**config.mk**
```make
export PLATFORM = sky130hd
export DESIGN_NAME = bsg_idiv_seq_flat
export DESIGN_NICKNAME = d
export VERILOG_FILES = /design/src/rtl/bsg_chip_pkg.sv /design/src/rtl/bsg_idiv_seq_if.sv /design/src/rtl/bsg_idiv_step.sv /design/src/rtl/bsg_idiv_seq.sv /design/src/flat_wrapper.sv
export SDC_FILE = /design/constraint.sdc
export NUM_CORES = 1
export LEC_CHECK = 0
export CORE_ASPECT_RATIO = 1.2
export CORE_MARGIN = 2
export CORE_UTILIZATION = 52
export DETAILED_ROUTE_END_ITERATION = 12
export PLACE_DENSITY = 0.9
export SYNTH_ARGS = -nofsm -noshare
export SYNTH_HDL_FRONTEND = slang
export SYNTH_SLANG_ARGS = --single-unit
```
**constraint.sdc**
```tcl
create_clock -name clk_i -period 3.3 [get_ports clk_i]
set_clock_uncertainty 0.15 [all_clocks]
set_input_delay 0.495 -clock clk_i [delete_from_list [all_inputs] [get_ports clk_i]]
set_output_delay 0.495 -clock clk_i [all_outputs]
set_load 0.005 [all_outputs]
```
**src/rtl/bsg_chip_pkg.sv**
```systemverilog
// Shared constants and the divider FSM state type.
package bsg_chip_pkg;

  localparam int unsigned width_default_p = 32;

  typedef enum logic [1:0] {
    eIdle = 2'd0,
    eBusy = 2'd1,
    eDone = 2'd2
  } idiv_state_e;

endpackage

```
**src/rtl/bsg_idiv_seq_if.sv**
```systemverilog
// Request/result bundle of the sequential divider.
interface bsg_idiv_seq_if
  import bsg_chip_pkg::*;
#(parameter int unsigned width_p = width_default_p);

  logic                   v_i;
  logic                   ready_o;
  logic [2*width_p-1:0]   dividend_i;
  logic [width_p-1:0]     divisor_i;
  logic                   v_o;
  logic                   yumi_i;
  logic [width_p-1:0]     quotient_o;
  logic [width_p-1:0]     remainder_o;
  logic                   error_o;

  modport master (
    output v_i, dividend_i, divisor_i, yumi_i,
    input  ready_o, v_o, quotient_o, remainder_o, error_o
  );

  modport slave (
    input  v_i, dividend_i, divisor_i, yumi_i,
    output ready_o, v_o, quotient_o, remainder_o, error_o
  );

endinterface

```
**src/rtl/bsg_idiv_step.sv**
```systemverilog
// One radix-2 restoring division step: shift in a dividend bit, conditionally subtract.
module bsg_idiv_step
  import bsg_chip_pkg::*;
#(parameter int unsigned width_p = width_default_p)
(
  input  logic [width_p-1:0] rem_i,
  input  logic               bit_i,
  input  logic [width_p-1:0] divisor_i,
  output logic [width_p-1:0] rem_o,
  output logic               q_bit_o
);

  logic [width_p:0]   shifted;
  logic [width_p-1:0] diff;

  assign shifted = {rem_i, bit_i};
  assign q_bit_o = (shifted >= {1'b0, divisor_i});
  // The true difference is below the divisor, so the low width_p bits suffice.
  assign diff    = shifted[width_p-1:0] - divisor_i;
  assign rem_o   = q_bit_o ? diff : shifted[width_p-1:0];

endmodule

```
**src/rtl/bsg_idiv_seq.sv**
```systemverilog
// Sequential unsigned 2N/N divider; one restoring step per cycle, error on /0 or overflow.
module bsg_idiv_seq
  import bsg_chip_pkg::*;
#(parameter int unsigned width_p = width_default_p)
(
  input  logic           clk_i,
  input  logic           reset_i,
  bsg_idiv_seq_if.slave  io
);

  localparam int unsigned cnt_w_lp = $clog2(width_p + 1);
  localparam logic [cnt_w_lp-1:0] last_cnt_lp = cnt_w_lp'(width_p - 1);

  idiv_state_e         state_q, state_d;
  logic [cnt_w_lp-1:0] cnt_q, cnt_d;
  logic [width_p-1:0]  rem_q, rem_d;
  logic [width_p-1:0]  quot_q, quot_d;
  logic [width_p-1:0]  div_q, div_d;
  logic                err_q, err_d;

  logic [width_p-1:0]  step_rem;
  logic                step_qbit;

  // quot_q starts as the dividend low half and is shifted out MSB first while quotient bits enter at the LSB.
  bsg_idiv_step #(.width_p(width_p)) step (
    .rem_i     (rem_q),
    .bit_i     (quot_q[width_p-1]),
    .divisor_i (div_q),
    .rem_o     (step_rem),
    .q_bit_o   (step_qbit)
  );

  always_comb begin
    state_d = state_q;
    cnt_d   = cnt_q;
    rem_d   = rem_q;
    quot_d  = quot_q;
    div_d   = div_q;
    err_d   = err_q;
    unique case (state_q)
      eIdle: begin
        if (io.v_i) begin
          div_d  = io.divisor_i;
          quot_d = io.dividend_i[width_p-1:0];
          rem_d  = io.dividend_i[2*width_p-1:width_p];
          cnt_d  = '0;
          err_d  = 1'b0;
          if (io.divisor_i == '0) begin
            state_d = eDone;
            err_d   = 1'b1;
            quot_d  = '1;
            rem_d   = io.dividend_i[width_p-1:0];
          end else if (io.dividend_i[2*width_p-1:width_p] >= io.divisor_i) begin
            state_d = eDone;
            err_d   = 1'b1;
            quot_d  = '1;
            rem_d   = '0;
          end else begin
            state_d = eBusy;
          end
        end
      end
      eBusy: begin
        rem_d  = step_rem;
        quot_d = (quot_q << 1) | width_p'(step_qbit);
        cnt_d  = cnt_q + 1'b1;
        if (cnt_q == last_cnt_lp) state_d = eDone;
      end
      eDone: begin
        if (io.yumi_i) begin
          state_d = eIdle;
          err_d   = 1'b0;
        end
      end
      default: state_d = eIdle;
    endcase
  end

  always_ff @(posedge clk_i) begin
    if (reset_i) begin
      state_q <= eIdle;
      cnt_q   <= '0;
      rem_q   <= '0;
      quot_q  <= '0;
      div_q   <= '0;
      err_q   <= 1'b0;
    end else begin
      state_q <= state_d;
      cnt_q   <= cnt_d;
      rem_q   <= rem_d;
      quot_q  <= quot_d;
      div_q   <= div_d;
      err_q   <= err_d;
    end
  end

  assign io.ready_o     = (state_q == eIdle);
  assign io.v_o         = (state_q == eDone);
  assign io.quotient_o  = io.v_o ? quot_q : '0;
  assign io.remainder_o = io.v_o ? rem_q  : '0;
  assign io.error_o     = io.v_o & err_q;

endmodule
```
**src/flat_wrapper.sv**
```systemverilog
// flat-port wrapper written by rule: the top's interface ports become plain ports
module bsg_idiv_seq_flat import bsg_chip_pkg::*;
#(parameter int unsigned width_p = width_default_p)
  (clk_i, reset_i, io_v_i, io_dividend_i, io_divisor_i, io_yumi_i, io_ready_o, io_v_o, io_quotient_o, io_remainder_o, io_error_o);
  bsg_idiv_seq_if #(.width_p(width_p)) io_i ();
  input  logic clk_i;
  input  logic reset_i;
  input wire logic [$bits(io_i.v_i)-1:0] io_v_i;
  input wire logic [$bits(io_i.dividend_i)-1:0] io_dividend_i;
  input wire logic [$bits(io_i.divisor_i)-1:0] io_divisor_i;
  input wire logic [$bits(io_i.yumi_i)-1:0] io_yumi_i;
  output wire logic [$bits(io_i.ready_o)-1:0] io_ready_o;
  output wire logic [$bits(io_i.v_o)-1:0] io_v_o;
  output wire logic [$bits(io_i.quotient_o)-1:0] io_quotient_o;
  output wire logic [$bits(io_i.remainder_o)-1:0] io_remainder_o;
  output wire logic [$bits(io_i.error_o)-1:0] io_error_o;
  assign io_i.v_i = io_v_i;
  assign io_i.dividend_i = io_dividend_i;
  assign io_i.divisor_i = io_divisor_i;
  assign io_i.yumi_i = io_yumi_i;
  assign io_ready_o = io_i.ready_o;
  assign io_v_o = io_i.v_o;
  assign io_quotient_o = io_i.quotient_o;
  assign io_remainder_o = io_i.remainder_o;
  assign io_error_o = io_i.error_o;
  bsg_idiv_seq #(.width_p(width_p)) u_core (.clk_i(clk_i), .reset_i(reset_i), .io(io_i));
endmodule
```
# After elaboration in Yosys (flattened, before gate mapping)
# Cells that the tools add are included.
# Widths: inputs -> output; s select.
[totals]
reg_bits = 105
input_bits = 100
output_inout_bits = 67
elab_cells = 50
[classes]
n_addsub = 2
order_cmp = 2
eq_ne = 6
n_mux = 24
bitwise = 2
reduce_logical = 8
[ops]
columns = ["op", "n"]
rows = [
  ["$mux 32", 9],
  ["$pmux 32 s2", 2],
  ["$ge 33x32->1", 1],
  ["$ge 32x32->1", 1],
  ["$logic_not 32->1", 1],
  ["$or 32x1->32", 1],
  ["$sub 32x32->32", 1],
  ["$pmux 6 s2", 1],
  ["$mux 2", 5],
  ["$add 6x1->6 const B", 1],
  ["$eq 6x5->1 const B", 1],
  ["$mux 6", 1],
  ["$pmux 2 s3", 1],
  ["$reduce_and 3->1", 2],
  ["$mux 1", 4],
  ["$ne 2x2->1 const B", 2],
  ["$reduce_and 2->1", 2],
  ["$reduce_bool 2->1", 2],
  ["$eq 2x1->1 const B", 1],
  ["$eq 2x2->1 const B", 1],
  ["$logic_not 2->1", 1],
  ["$ne 2x1->1 const B", 1],
  ["$pmux 1 s2", 1],
  ["$and 1x1->1", 1],
]

# Depth between registers and ports, before layout
# Gate-level depths: netlist of run 1.
[logic_depth]
ltp_word = 5
ltp_mapped = 14
depth_no_buf = 12

# Hierarchy
# A second synthesis of run 1 with hierarchy kept.
[hier_totals]
cells_unflattened = 1226
hier_area_um2 = 8918.6
[by_module_without_submodules]
columns = ["mod", "n_inst", "cells_each", "area_per_inst_um2"]
rows = [
  ["bsg_idiv_seq", 1, 903, 6587.6],
  ["bsg_idiv_step", 1, 323, 2331.0],
]

# Worst setup path before layout of run 1
# Ideal clock, no wire load.
[synth_timing]
path_kind = "reg2reg"
startpoint = "reg u_core.div_q[7]"
endpoint = "reg u_core.rem_q[8]"
arrival_time_ns = 2.704
slack_ns = 0.313
stages_incl_launch_ff = 13
path_buffers = 1
synth_period_minus_slack_ns = 2.987
cell_sequence = "dfxtp_1 > inv_1 > ha_1 > nand4_1 > nor2_1 > a21oi_1 > o211a_1 > o31a_1 > o41ai_4 > buf_6 > mux2_1 > o211ai_1 > a21oi_1"
[synth_between]
elab_chain_cells = 3
word_cells_on_any_way = 4
cone_classes = "1 x add/sub; 1 x order compare; 2 x mux"
[synth_lines]
columns = ["item", "line", "text"]
rows = [
  ["from (decl)", "bsg_idiv_seq.sv:18", "logic [width_p-1:0] div_q, div_d;"],
  ["from (signal assigned)", "bsg_idiv_seq.sv:92", "div_q <= div_d;"],
  ["$sub 32x32->32 or $ge 33x32->1 (tied branches)", "bsg_idiv_step.sv:19, bsg_idiv_step.sv:17", ""],
  ["$mux 32 (*)", "bsg_idiv_step.sv:20", "assign rem_o = q_bit_o ? diff : shifted[width_p-1:0];"],
  ["$pmux 32 s2 (*)", "bsg_idiv_seq.sv:40", "unique case (state_q)"],
  ["to (signal assigned)", "bsg_idiv_seq.sv:90", "rem_q <= rem_d;"],
  ["to (decl)", "bsg_idiv_seq.sv:16", "logic [width_p-1:0] rem_q, rem_d;"],
]
# Every way passes the cells marked *; elsewhere a longest branch is shown, timed or not.
# A chain may end at the register's enable or synchronous reset.

# Worst setup path after layout of run 1
[layout_timing]
startpoint = "reg u_core.div_q[4]"
endpoint = "reg u_core.rem_q[4]"
# Same word-level chain as after synthesis.

==> results of run 1 <==
==> logic make-up (layout without fill, tap and decap cells) <==
| group | after synthesis | count (layout) |
|---|---|---|
| AOI/OAI and AO/OA | 361 | 361 |
| and+or+nand+nor | 334 | 334 |
| buffers and inverters | 157 | 404 |
| DFF | 105 | 105 |
| adders and majority gates | 66 | 66 |
| xor gates and xnor gates | 27 | 27 |
| muxes | 16 | 16 |
==> per-layer routing <==
metal,up-vias,part of all wire (%),global-route usage [%]
li1,4270,-,-
met1,4369,36,43.7
met2,753,46,55.5
met3,187,12,7.76
met4,0,6.5,15.5
met5,-,0,0
==> cells in the mapped netlist, types with 7 or more instances <==
library cell	instances	area share [%]
a221oi_1	18	2.0
nand2_1	116	5.6
o211ai_1	8	0.77
mux2_1	8	1.2
nor2_1	79	3.8
nor4_1	12	0.96
xor2_1	13	1.5
clkbuf_1	57	2.7
dfxtp_1	105	27
a22oi_1	35	3.4
nand3_1	10	0.64
a221o_1	15	1.9
a211oi_1	13	1.2
a21oi_1	135	8.6
nand4_1	12	0.96
o21a_1	9	0.86
a21o_1	17	1.6
nor2b_1	7	0.56
and2_1	59	4.7
ha_1	65	10
o21ai_0	71	4.5
inv_1	89	4.3
xnor2_1	14	1.6
nor3_1	21	1.3
==> state kept, by name, summed over array words and instances, names as in the netlist <==
| signal | cells |
|---|---|
| u_core.state_q | 2 |
| u_core.quot_q | 32 |
| u_core.div_q | 32 |
| u_core.err_q | 1 |
| u_core.rem_q | 32 |
| u_core.cnt_q | 6 |
==> stage by stage <==
step	setup slack [ns]	hold slack [ns]
finish	-0.316	0.307
global route	-0.302	0.329
CTS	0.0239	0.307
detailed placement	-0.395	0.297
global placement	-0.190	0.293
floorplan	0.313	0.286
==> layout by cell type (no fill, tap or decap), types with 35 or more instances in the layout <==
| master | n |
|---|---|
| clkdlybuf4s50_1 | 165 |
| buf_4 | 131 |
| a21oi_1 | 128 |
| nand2_1 | 115 |
| dfxtp_1 | 97 |
| inv_1 | 88 |
| nor2_1 | 78 |
| o21ai_0 | 65 |
| and2_1 | 58 |
| ha_1 | 55 |
| a22oi_1 | 35 |
==> final timing paths <==
| kind | slack [ns] | start | endpoint |
|---|---|---|---|
| max | -0.32 | u_core.div_q[4] | u_core.rem_q[4] |
| min | 0.31 | u_core.div_q[9] | u_core.div_q[9] |
| max reg2reg | -0.32 | u_core.div_q[4] | u_core.rem_q[4] |
| min reg2reg | 0.31 | u_core.div_q[9] | u_core.div_q[9] |
==> critical path, cell delays in order, from the launching register on <==
cell	delay, ns
dfxtp_1	0.38
inv_1	0.09
ha_4	0.30
nand3_2	0.12
a21oi_2	0.26
nor3_1	0.09
o211a_1	0.27
o31a_1	0.37
o41ai_4	0.41
buf_12	0.18
buf_12	0.11
buf_4	0.11
mux2_2	0.32
o211ai_1	0.20
a21oi_1	0.13
==> layout make-up <==
cell class | count | area (sq um) | share of cell area, %
clock inverters | 6 | 70.1 | 0.636
repair buffers | 300 | 2710 | 24.6
flip-flops and latches | 105 | 2110 | 19.2
clock buffers | 9 | 225 | 2.04
well taps | 204 | 255 | 2.32
inverters | 89 | 334 | 3.03
multi-input cells | 804 | 5310 | 48.2
==> repair_timing <==
action                                  4_1_cts  5_1_grt
buffers inserted                              0        9
gates resized for setup                       1       49
endpoints found under the setup margin        8       21
cloned                                        0        1
pin swaps                                     0        7
==> report_power, final <==
group / internal (mW) / switching (mW)
registers: 1.45 / 0.177
logic: 1.72 / 2.06
clock network: 0.587 / 0.499
total: 3.76 / 2.73
==> results.yml, run 1 <==
outcome:
  status: "finished with violations"
  violations: "negative setup slack"
finish:
  utilization_pct: 74.3
  fin_area_sq_um: 11000
  nets: 1475
  drive_gt1_share_pct: 15.4
  finalNonFillerCells: 1517
  area_growth_pct: 40.8
  fillCellCount: 1028
  diodes: 0
placement:
  dp_cells: 1492
  port-buffer-count: 166
  place.gp.congestion: 0.956
  placed_area_sq_um: 10400
  dp_hpwl_um: 21900
clock_tree:
  cts_tree: "yes"
  cts_sinks: 105
  insertion_delay_ns: 0.36
  cts-root-buf: "clkbuf_16"
  clkTransAtPathRegs_ns: 0.07
  h-tree-depth: 3
  clock_path_buffers: 2
  hold_buffers: 0
  cts_made_buffers: 9
route:
  vias: 9579
  antenna_left: 0
  vias_per_cell: 6.31
  wirelength_um: 30500
  drt_pre_antenna_iters: 6
  drcViolationCount: 0
  wl_per_cell_um: 20.1
  drtIter0Drc: 1170
synthesis:
  synth_nets: 1232
  yosys_warnings: 0
  synth_top_family_by_area: "compound AO/OA/AOI/OAI gates"
  synth_fa_ha_area_share_pct: 10.7
  avgSynthCellArea_sq_um: 7.34
  async_reset_ff_share_pct: 0
  synthFlopType: "dfxtp_1"
  seq_area_frac_synth_pct: 26.9
  synth_cells: 1066
  ys_ff_latch: 105
  synth-simple-area-share_pct: 20.1
  synth.area.mux_share_pct: 2.21
  synth_compound_area_share_pct: 29.3
  synthXorXnorAreaFrac_pct: 3.02
  synth_edf_count: 0
  synth.distinct_cells: 59
  netlist_area_sq_um: 7820
die:
  io_pins: 167
  fp-row-count: 49
  core_area_sq_um: 14800
  die_y_um: 138
  fp.dieArea_sq_um: 16000
  start_util_pct: 52.7
  die_x_um: 116
pwr:
  p_per_area_nw_per_um2: 589
  power.leakage_nw: 4.62
  power_mw: 6.49
  peakVddDrop_mv: 0.327
critical_path:
  crit_fanout: 5
  cp.required_ns: 3.38
  cp_data_arrival_time_ns: 3.70
  worstSetupEndpointType: "register"
  cp-start-kind: "register"
  crit_type: "register to register"
  r2r_cells: 14
sta:
  slew_violations: 0
  period_share_pct: 110
  slew_headroom_pct: 56.1
  timing.fmax_ghz: 0.277
  setup_viol: 30
  timing.final.hold_violations: 0
  setup_tns_ns: -3.98
  rsz0062_at_grt: "yes"
  layout_setup_ws_ns: -0.316
  tightest_slew_ns: 0.658
  period_needed_ns: 3.62
flow_run:
  cap_violations: 0
global_routing:
  grt_pass1_wl_um: 44400
  grt_overflow: 0
  grt_max_degree: 48
  grt_pass1_vias: 8873
  gr-usage-all-layers_pct: 34.5
  antenna_found_initial: 0
worst_hold_path:
  hp-class: "register to register"
  whs_path_depth: 2
(Power assumes the default switching activity.)
==> run 2, diff against run 1 <==
CAP_MARGIN = 10   (was unset)
==> results of run 2 <==
Same layout as run 1: the final DEF is identical, and so are final timing and power.
==> run 3, diff against run 2 <==
CELL_PAD_IN_SITES_DETAIL_PLACEMENT = 0   (was unset)
CELL_PAD_IN_SITES_GLOBAL_PLACEMENT = 1   (was unset)
CORE_UTILIZATION = 37   (was 52)
==> run 3 against run 2 <==
The run now ends clean. Clock power increased by 5%. Utilization decreased by 19 points. Cell count increased by 6.7%. Count of clock-buffer cells in the layout increased by 1. Via count decreased by 6.3%. Global-route usage decreased by 8.9 points. Largest power group unchanged.
==> results.yml, run 3 (synthesis gave the netlist of run 1 again) <==
critical_path:
  cp.required_ns: 3.40
  crit_chain: "inv_1, ha_4, nand3_2, a21oi_4, nor3_1, o211a_1, o31a_1, o41ai_4, buf_4, buf_8, buf_4, mux2i_1, nand2_1, a32o_1"
  crit_top_cell: "buf_4"
  crit_type: "register to register"
  r2r_cells: 14
  slowest_stage: "o31a_1"
  r2r-end: "u_core.rem_q[12]"
  reg2reg_slack_ns: 0.04
  cp-start-kind: "register"
  r2r-start: "u_core.div_q[4]"
  worstSetupEndpointType: "register"
  crit_fanout: 8
  slowest_delay_ns: 0.38
  cp_data_arrival_time_ns: 3.36
finish:
  top_regs: "u_core.div_q (32), u_core.quot_q (32), u_core.rem_q (32)"
  utilization_pct: 55.1
  fillCellCount: 1923
  finalNonFillerCells: 1618
  drive_gt1_share_pct: 18.3
  diodes: 0
  area_growth_pct: 46.6
  final_common_cell: "clkdlybuf4s50_1"
  nets: 1509
  final_cell_mix: "165 x clkdlybuf4s50_1, 163 x buf_4, 128 x a21oi_1"
global_routing:
  antenna_found_initial: 0
  grt_pass1_vias: 8430
  grt_max_degree: 65
  gr-usage-all-layers_pct: 25.6
  grt_overflow: 0
  grt_pass1_wl_um: 44800
route:
  vias_per_cell: 5.55
  wirelength_um: 29500
  drt_pre_antenna_iters: 6
  vias: 8979
  wl_met3_um: 1970
  antenna_left: 0
  dr_wl_met2_um: 13800
  drtIter0Drc: 743
  wl_per_cell_um: 18.3
  wl_met1_um: 12800
  top_layer: "met4"
  drcViolationCount: 0
worst_hold_path:
  whs_path_depth: 2
  hp-class: "register to register"
  min_to: "u_core.div_q[10]"
  worstHoldStart: "u_core.div_q[10]"
die:
  start_util_pct: 37.6
  fp.dieArea_sq_um: 22300
  fp-row-count: 58
  die_y_um: 163
  core_area_sq_um: 20800
  die_x_um: 137
  io_pins: 167
sta:
  hold_ws_ns: 0.305
  slew_headroom_pct: 49.5
  slew_violations: 0
  setup_tns_ns: 0
  period_share_pct: 98.7
  period_needed_ns: 3.26
  tightest_slew_ns: 0.758
  timing.fmax_ghz: 0.307
  timing.final.hold_violations: 0
  setup_viol: 0
flow_run:
  cap_violations: 0
placement:
  dp_hpwl_um: 22600
  dp_cells: 1592
  place.gp.congestion: 0.922
  port-buffer-count: 166
clock_tree:
  cts_sinks: 105
  hold_buffers: 0
  cts-root-buf: "clkbuf_16"
  cts_tree: "yes"
  clkTransAtPathRegs_ns: 0.08
  cts_made_buffers: 9
  h-tree-depth: 3
  clock_path_buffers: 2
  insertion_delay_ns: 0.36
outcome:
  status: "finished clean"
pwr:
  p_per_area_nw_per_um2: 572
  peakVddDrop_mv: 0.264
  power_mw: 6.56
  power.leakage_nw: 4.84
==> run 3: where the power goes <==
part / switching [mW] / internal (mW)
sequential: 0.158 / 1.45
clock: 0.522 / 0.621
combinational: 2.01 / 1.80
==> run 3: metal layers <==
metal / vias to the layer above / global-route usage, %
met4: 0 / 9.23
li1: 4337 / -
met2: 364 / 41.0
met3: 60 / 3.97
met5: - / 0
met1: 4218 / 34.7
==> run 3: per-stage QoR <==
| stage | area [sq um] | setup slack, ns |
|---|---|---|
| after floorplan | 7820 | 0.313 |
| after global placement | 10800 | -0.457 |
| after detailed placement | 10800 | -0.447 |
| after CTS | 11100 | 0.00434 |
| after global routing | 11500 | -0.0810 |
| final | 11500 | 0.0423 |
==> run 3: critical path: cells and delay by family, from the launching register on <==
family / cells / cell delay [ns]
buffers and inverters: 4 / 0.57
flip-flops: 1 / 0.34
AND/OR/NAND/NOR: 3 / 0.24
AO/OA/AOI/OAI: 5 / 1.35
multiplexers: 1 / 0.20
adder cells (fa/ha/maj): 1 / 0.30
==> run 3: final cells by class <==
class | count | area, sq um | area share, %
multi-input combinational | 804 | 5400 | 47.1
inverter | 89 | 334 | 2.91
clock buffer | 10 | 239 | 2.08
timing repair buffer | 334 | 2970 | 25.9
tap | 270 | 338 | 2.95
sequential | 105 | 2110 | 18.4
clock inverter | 6 | 75.1 | 0.654
==> run 3: how the worst max path moves through the flow <==
stage | start | end | slack [ns]
finish | u_core.div_q[4] | u_core.rem_q[12] | 0.04
CTS | u_core.quot_q[31] | u_core.rem_q[12] | 0.004
floorplan | u_core.div_q[7] | u_core.rem_q[8] | 0.31
global placement | io_divisor_i[23] | u_core.rem_q[23] | -0.46
global route | u_core.div_q[10] | u_core.rem_q[28] | -0.08
detailed placement | io_divisor_i[23] | u_core.rem_q[23] | -0.45
==> run 3: repair_timing <==
item	in CTS	in global routing
resized for setup	3	62
setup buffers	0	9
pin swaps	0	14
setup endpoints to repair	27	30
cloned	0	1
